==> src/rtl/fetch.sv <==
// Instruction-fetch stage: owns the PC, keeps at most one instruction-memory
// read in flight, and presents each fetched word (or an exception) to decode.
// A misaligned PC or an access fault stops fetching until the next flush.
module fetch #(
  parameter int                ADDR_W      = 32,
  parameter int                INSTR_W     = 32,
  parameter int                EX_W        = 4,
  parameter logic [ADDR_W-1:0] RESET_PC    = 32'h0000_0000,
  parameter logic [EX_W-1:0]   EX_MISALIGN = 4'd0,
  parameter logic [EX_W-1:0]   EX_FAULT    = 4'd1
) (
  input  logic               clk,
  input  logic               reset,
  input  logic               stall,
  input  logic               flush,
  input  logic [ADDR_W-1:0]  flush_pc,
  output logic               imem_req_valid,
  output logic [ADDR_W-1:0]  imem_req_addr,
  input  logic               imem_req_ready,
  input  logic               imem_rsp_valid,
  input  logic [INSTR_W-1:0] imem_rsp_data,
  input  logic               imem_rsp_error,
  output logic [ADDR_W-1:0]  PC_out,
  output logic [INSTR_W-1:0] instr_out,
  output logic [EX_W-1:0]    exception_out,
  output logic               exception_out_valid,
  output logic               pipeline_out_valid
);

  // Word presented in place of the missing instruction when the PC is misaligned.
  localparam logic [INSTR_W-1:0] NOP_INSTR = 32'h0000_0013;

  typedef enum logic [2:0] {
    S_REQ   = 3'd0,
    S_WAIT  = 3'd1,
    S_HOLD  = 3'd2,
    S_DRAIN = 3'd3,
    S_HALT  = 3'd4
  } state_t;

  state_t             state;
  logic [ADDR_W-1:0]  pc;
  logic [INSTR_W-1:0] hold_data;
  logic               hold_error;

  logic               misaligned;
  logic               deliver;
  logic [INSTR_W-1:0] pres_data;
  logic               pres_error;

  assign misaligned = (pc[1:0] != 2'b00);

  // The request is a pure function of state so that address and valid stay
  // stable while memory withholds ready; it is suppressed in reset/flush cycles.
  assign imem_req_valid = (state == S_REQ) && !misaligned && !flush && !reset;
  assign imem_req_addr  = pc;

  // Select the word to present: the parked copy in HOLD, else the live response.
  always_comb begin
    pres_data  = imem_rsp_data;
    pres_error = imem_rsp_error;
    deliver    = 1'b0;
    if (state == S_HOLD) begin
      pres_data  = hold_data;
      pres_error = hold_error;
      deliver    = !stall;
    end else if (state == S_WAIT) begin
      deliver    = !stall && imem_rsp_valid;
    end else begin
      deliver    = 1'b0;
    end
  end

  // Fetch sequencer and decode-facing output registers (reset > flush > stall).
  always_ff @(posedge clk) begin
    if (reset) begin
      state               <= S_REQ;
      pc                  <= RESET_PC;
      hold_data           <= '0;
      hold_error          <= 1'b0;
      PC_out              <= '0;
      instr_out           <= '0;
      exception_out       <= '0;
      exception_out_valid <= 1'b0;
      pipeline_out_valid  <= 1'b0;
    end else if (flush) begin
      pc                  <= flush_pc;
      pipeline_out_valid  <= 1'b0;
      exception_out_valid <= 1'b0;
      // A read still owed by memory must be swallowed before fetching again.
      if ((state == S_WAIT || state == S_DRAIN) && !imem_rsp_valid) begin
        state <= S_DRAIN;
      end else begin
        state <= S_REQ;
      end
    end else begin
      // Decode samples every non-stall cycle, so valid is a one-cycle pulse.
      if (!stall) begin
        pipeline_out_valid <= 1'b0;
      end
      case (state)
        S_REQ: begin
          if (misaligned) begin
            if (!stall) begin
              PC_out              <= pc;
              instr_out           <= NOP_INSTR;
              exception_out       <= EX_MISALIGN;
              exception_out_valid <= 1'b1;
              pipeline_out_valid  <= 1'b1;
              state               <= S_HALT;
            end
          end else if (imem_req_ready) begin
            state <= S_WAIT;
          end
        end
        S_WAIT, S_HOLD: begin
          if (deliver) begin
            PC_out              <= pc;
            instr_out           <= pres_data;
            exception_out_valid <= pres_error;
            if (pres_error) begin
              exception_out <= EX_FAULT;
            end
            pipeline_out_valid  <= 1'b1;
            pc                  <= pc + ADDR_W'(4);
            state               <= pres_error ? S_HALT : S_REQ;
          end else if (state == S_WAIT && imem_rsp_valid) begin
            hold_data  <= imem_rsp_data;
            hold_error <= imem_rsp_error;
            state      <= S_HOLD;
          end
        end
        S_DRAIN: begin
          if (imem_rsp_valid) begin
            state <= S_REQ;
          end
        end
        S_HALT: begin
          state <= S_HALT;
        end
        default: begin
          state <= S_REQ;
        end
      endcase
    end
  end

endmodule

==> config.mk <==
export PLATFORM = sky130hd
export DESIGN_NAME = fetch
export DESIGN_NICKNAME = d
export VERILOG_FILES = /design/src/rtl/fetch.sv
export SDC_FILE = /design/constraint.sdc
export NUM_CORES = 1
export LEC_CHECK = 0
export BUFFER_PORTS_ARGS = -buffer_cell sky130_fd_sc_hd__buf_2
export CORE_ASPECT_RATIO = 1.2
export CORE_MARGIN = 4
export CORE_UTILIZATION = 50
export DETAILED_ROUTE_END_ITERATION = 10
export GPL_TIMING_DRIVEN = 0
export PLACE_DENSITY_LB_ADDON = 0.1
export SLEW_MARGIN = 30
export SYNTH_ARGS = -nofsm -noshare
export SYNTH_HDL_FRONTEND = slang
export SYNTH_SLANG_ARGS = --single-unit
==> constraint.sdc <==
create_clock -name clk -period 4.4 [get_ports clk]
set_clock_uncertainty 0.2 [all_clocks]
set_input_delay 0.44 -clock clk [delete_from_list [all_inputs] [get_ports clk]]
set_output_delay 0.44 -clock clk [all_outputs]
set_load 0.05 [all_outputs]
After elaboration in Yosys (flattened, before gate mapping)
Index checks and enable logic that the tools add are counted.
{ "word_totals": {"output_inout_bits": 103, "elab_cells": 88, "input_bits": 71, "register_bits": 138} }
{ "op_classes": {"n_eq_ne": 12, "add_sub_neg": 1, "muxes": 39, "reduce_logical": 25, "bitwise_logic": 2} }
{ "ops": {"columns": ["operator", "count"], "rows": [
  ["two-way mux 32 bit", 10],
  ["case mux 32 bit (2 select lines)", 2],
  ["adder 32 x 3 -> 32 bit, second input constant", 1],
  ["two-way mux 3 bit", 8],
  ["two-way mux 4 bit", 4],
  ["inequality test 4 bit, second input constant", 3],
  ["case mux 3 bit (4 select lines)", 1],
  ["AND reduction 4 bit", 3],
  ["two-way mux 1 bit", 10],
  ["inequality test 2 bit, second input constant", 4],
  ["case mux 4 bit (2 select lines)", 1],
  ["nonzero test 2 bit", 4],
  ["== test 3 x 2 -> 1 bit, second input constant", 2],
  ["logical AND 1 bit", 6],
  ["AND reduction 6 bit", 1],
  ["logical NOT 1 bit", 5],
  ["AND reduction 5 bit", 1],
  ["case mux 1 bit (2 select lines)", 2],
  ["OR reduction 2 bit", 2],
  ["== test 3 x 1 -> 1 bit, second input constant", 1],
  ["== test 3 bit, second input constant", 1],
  ["logical NOT 3 bit", 1],
  ["inequality test 3 bit, second input constant", 1],
  ["two-way mux 2 bit", 1],
  ["3 further kinds", 4]
]} }

Longest topological paths before layout
{ "depth": {"ltp_word": 7, "depth_mapped": 8, "depth_no_buf": 4} }

Worst setup path after synthesis
No wires, ideal clock.
{ "synth_path": {"path_kind": "input port to output port", "start": "input port flush", "end": "output port imem_req_valid", "cell_stages": 5, "arrival_time_ns": 2.602, "required_time_ns": 3.760, "path_slack_ns": 1.158, "path_cell_list": "clkbuf_1 inv_1 clkbuf_1 nand2_1 nor4_1"} }
{ "synth_via": {"elab_chain_cells": 3} }
{ "synth_rtl": {"columns": ["item", "line_no", "rtl"], "rows": [
  ["start, declared", "15", "input logic flush,"],
  ["logical NOT 1 bit", "55", "assign imem_req_valid = (state == S_REQ) && !misaligned && !flush && !reset;"],
  ["logical AND 1 bit (2 in series)", "55", null],
  ["end, declared", "17", "output logic imem_req_valid,"]
]} }
Every way passes these cells.

Final worst setup path
Same ends and word-level chain as after synthesis.

==> metrics <==
Clock Tree Buf Depth=2; CTS resizes=0; DR top layer=met4; Yosys warning count=0; fin crit share=66.6%; non-filler cells, final=1110; Final Max Slew Viols=0; postcts setup bufs=0; Slew HR=45.7%; worst r2r src=state[0]; vias in the first global route=6485; wire length on met3=1460 µm; GR Util All Layers=26.8%; reg2reg setup slack=1.82 ns; Reg2Reg Depth=6; Pwr Density=approximately 400 nW/µm²; final setup fails=0; Clk Latency, worst-skew pair=0.42 ns; worst path arrival time=2.29 ns; Fill cells=1157; Worst Hold End=hold_data[16]; Initial Utilization=51.1%; Area growth syn-to-layout=25.1%; DRC viols=0; CTS tree=yes; met1 WL=7990 µm; DR vias=6550; full die area=roughly 15000 µm²; layout cells sized above 1=a little over a quarter; crit path setup slack, layout=1.47 ns; grt total ovfl=0; worst-path maximum fanout=10; Seq/Total Area, Yosys=approximately 42%; Max VDD drop=approximately 0.21 mV; WS Path Type=input pin to output pin; first-pass GRT wire length=approximately 33000 µm; Pleak=3.42 nW; Post-Syn Area=6510 µm²; Chip Width=112 µm; Post-Place Worst Slack=between 1 and 1.5 ns; Routability Congestion=0.897; standard-cell rows=between 40 and 50; Post-DRT Antenna Nets=0; Vias/cell=5.90; hpwl dp=15000 µm; status=finished clean; WL final=20600 µm; Req. time, crit path=3.76 ns; fmax=about 340 MHz; drt pass-1 iters=7; Die H=133 µm; Post-CTS Hold Buffers=0; final hold violation count=0; crit start category=input pin; critical hold path startpoint=imem_rsp_data[16]; metal2 WL=10500 µm; Core ar.=12700 µm²; syn avg cell area=between 8 and 9 µm²; worst r2r dst=hold_data[17]; final setup TNS=0 ns; slowest stage cell, crit path=clkbuf_1; Crit path largest cell delay=0.44 ns; CTS clock-pin slew for the worst setup and hold paths=0.06 ns; largest net degree at the start of global routing=17; post-synthesis cell type count=61; Slew @ Worst Pin=0.808 ns; WHS Path Cells=3; drt wl/cell=~19 µm; clock sinks=135; IO Pins=between 150 and 200; worst path cell trace=buf_2 -> clkbuf_1 -> inv_1 -> clkbuf_1 -> nand2_1 -> nor4_1 -> buf_2; Post-synth ARST share=0%; main flop type after synthesis=dfxtp_1; Detailed Route Iter0 Violations=354; worst setup path start=flush; Gate Count Post-Synth=742; CTS Root Cell=clkbuf_16; antenna violations before repair=1; fin nets=around 1000; H-tree depth=4; Sequential Area=2700 µm²; crit path time final=2.93 ns; Seq cells post-synth=roughly 140; worst min-delay path class=input pin to flop; buffers added on ports=168; total CTS buffers=17; unrepaired setup endpoints after global routing=false; Multi-input gate area=3420 µm²; placed insts=around 1100; MaxCap Viol Count=0; number of flops mapped to enable cells by yosys=0; Worst setup EP type=output pin
-- power breakdown --
group          switching [W]  internal [W]
Sequential         0.0000512       0.00127
Clock               0.000577      0.000813
Combinational       0.000362      0.000166
Total               0.000990       0.00225
-- cell usage in the layout (no fill, tap or decap), types with 7 or more instances in the layout --
cell and instances:
dfxtp_1 135, a21oi_1 40, o31ai_1 8, buf_4 7, clkbuf_16 17, a211oi_1 10, mux2i_1 65, and3_1 8
a2111oi_0 28, o21ai_0 15, a31o_2 25, a311oi_1 11, or4_1 12, buf_2 179, nor2_1 24, or3_1 12
buf_6 7, nand4_1 8, nor3_1 13, clkbuf_1 47, and4_1 10, nand3_1 16, nand2_1 145
-- worst max-delay path: cells and delay by family --
kind / cells / cell delay [ns]
buf+inv: 5 / 1.39
simple gates: 2 / 0.46
-- stage by stage --
stage                     util (%)  total power [W]  hold slack (ns)  cell area (µm²)
final                         64.0          0.00324           0.0601             8140
after global routing          64.0          0.00333           0.0710             8140
after CTS                     63.9          0.00324           0.0556             8140
after detailed placement      59.4          0.00186            0.246             7560
after global placement        59.4          0.00185            0.239             7560
after floorplan                  -          0.00170            0.236             6510
-- per-layer routing --
layer,global-route usage [%],up-vias
li1,-,3124
met1,30.4,3115
met2,47.7,260
met3,6.59,51
met4,11.1,0
met5,0,-
-- state kept, by name, indices dropped and copies added (netlist names) --
signal               count
state                    3
imem_req_addr           32
hold_data               32
pipeline_out_valid       1
exception_out            1
hold_error               1
exception_out_valid      1
instr_out               32
PC_out                  32
-- kinds of logic (layout without fill, tap and decap cells) --
group	Yosys count	in the layout	synth area share [%]
simple gates	275	275	20.5
fa+ha+maj	1	1	0.192
xor+xnor	6	6	0.808
buf+inv	79	279	5.98
mux	68	68	10.6
compound gates	177	177	20.4
other cells	1	5	0.0576
flops	135	135	41.5
-- cell usage after synthesis, types with 10 or more instances --
cell	instances	share of area [%]
nand2_1	145	8.4
or3_1	12	1.2
buf_2	11	0.85
a31o_2	25	3.4
o21ai_0	15	1.2
a211oi_1	10	1.2
a311oi_1	11	1.5
and4_1	10	1.3
clkbuf_1	46	2.7
a21oi_1	40	3.1
dfxtp_1	135	42
nand3_1	16	1.2
or4_1	12	1.4
mux2i_1	65	10
nor2_1	24	1.4
nor3_1	13	1.0
a2111oi_0	28	3.8
-- worst max-delay path by stage --
| stage | end |
|---|---|
| 2_1_floorplan | imem_req_valid |
| 3_3_place_gp | imem_req_valid |
| 3_5_place_dp | imem_req_valid |
| 4_1_cts | imem_req_valid |
| 5_1_grt | imem_req_valid |
| 6_report | imem_req_valid |
-- cell type report --
cell class,count,share of cell area [%]
multi-input combinational,530,42.0
sequential,135,33.2
timing repair buffer,168,10.3
clock buffer,20,5.61
buffer,75,4.60
tap,164,2.52
clock inverter,12,1.46
inverter,4,0.184
antenna,2,0.0615
Power figures use the tool's default switching activity.
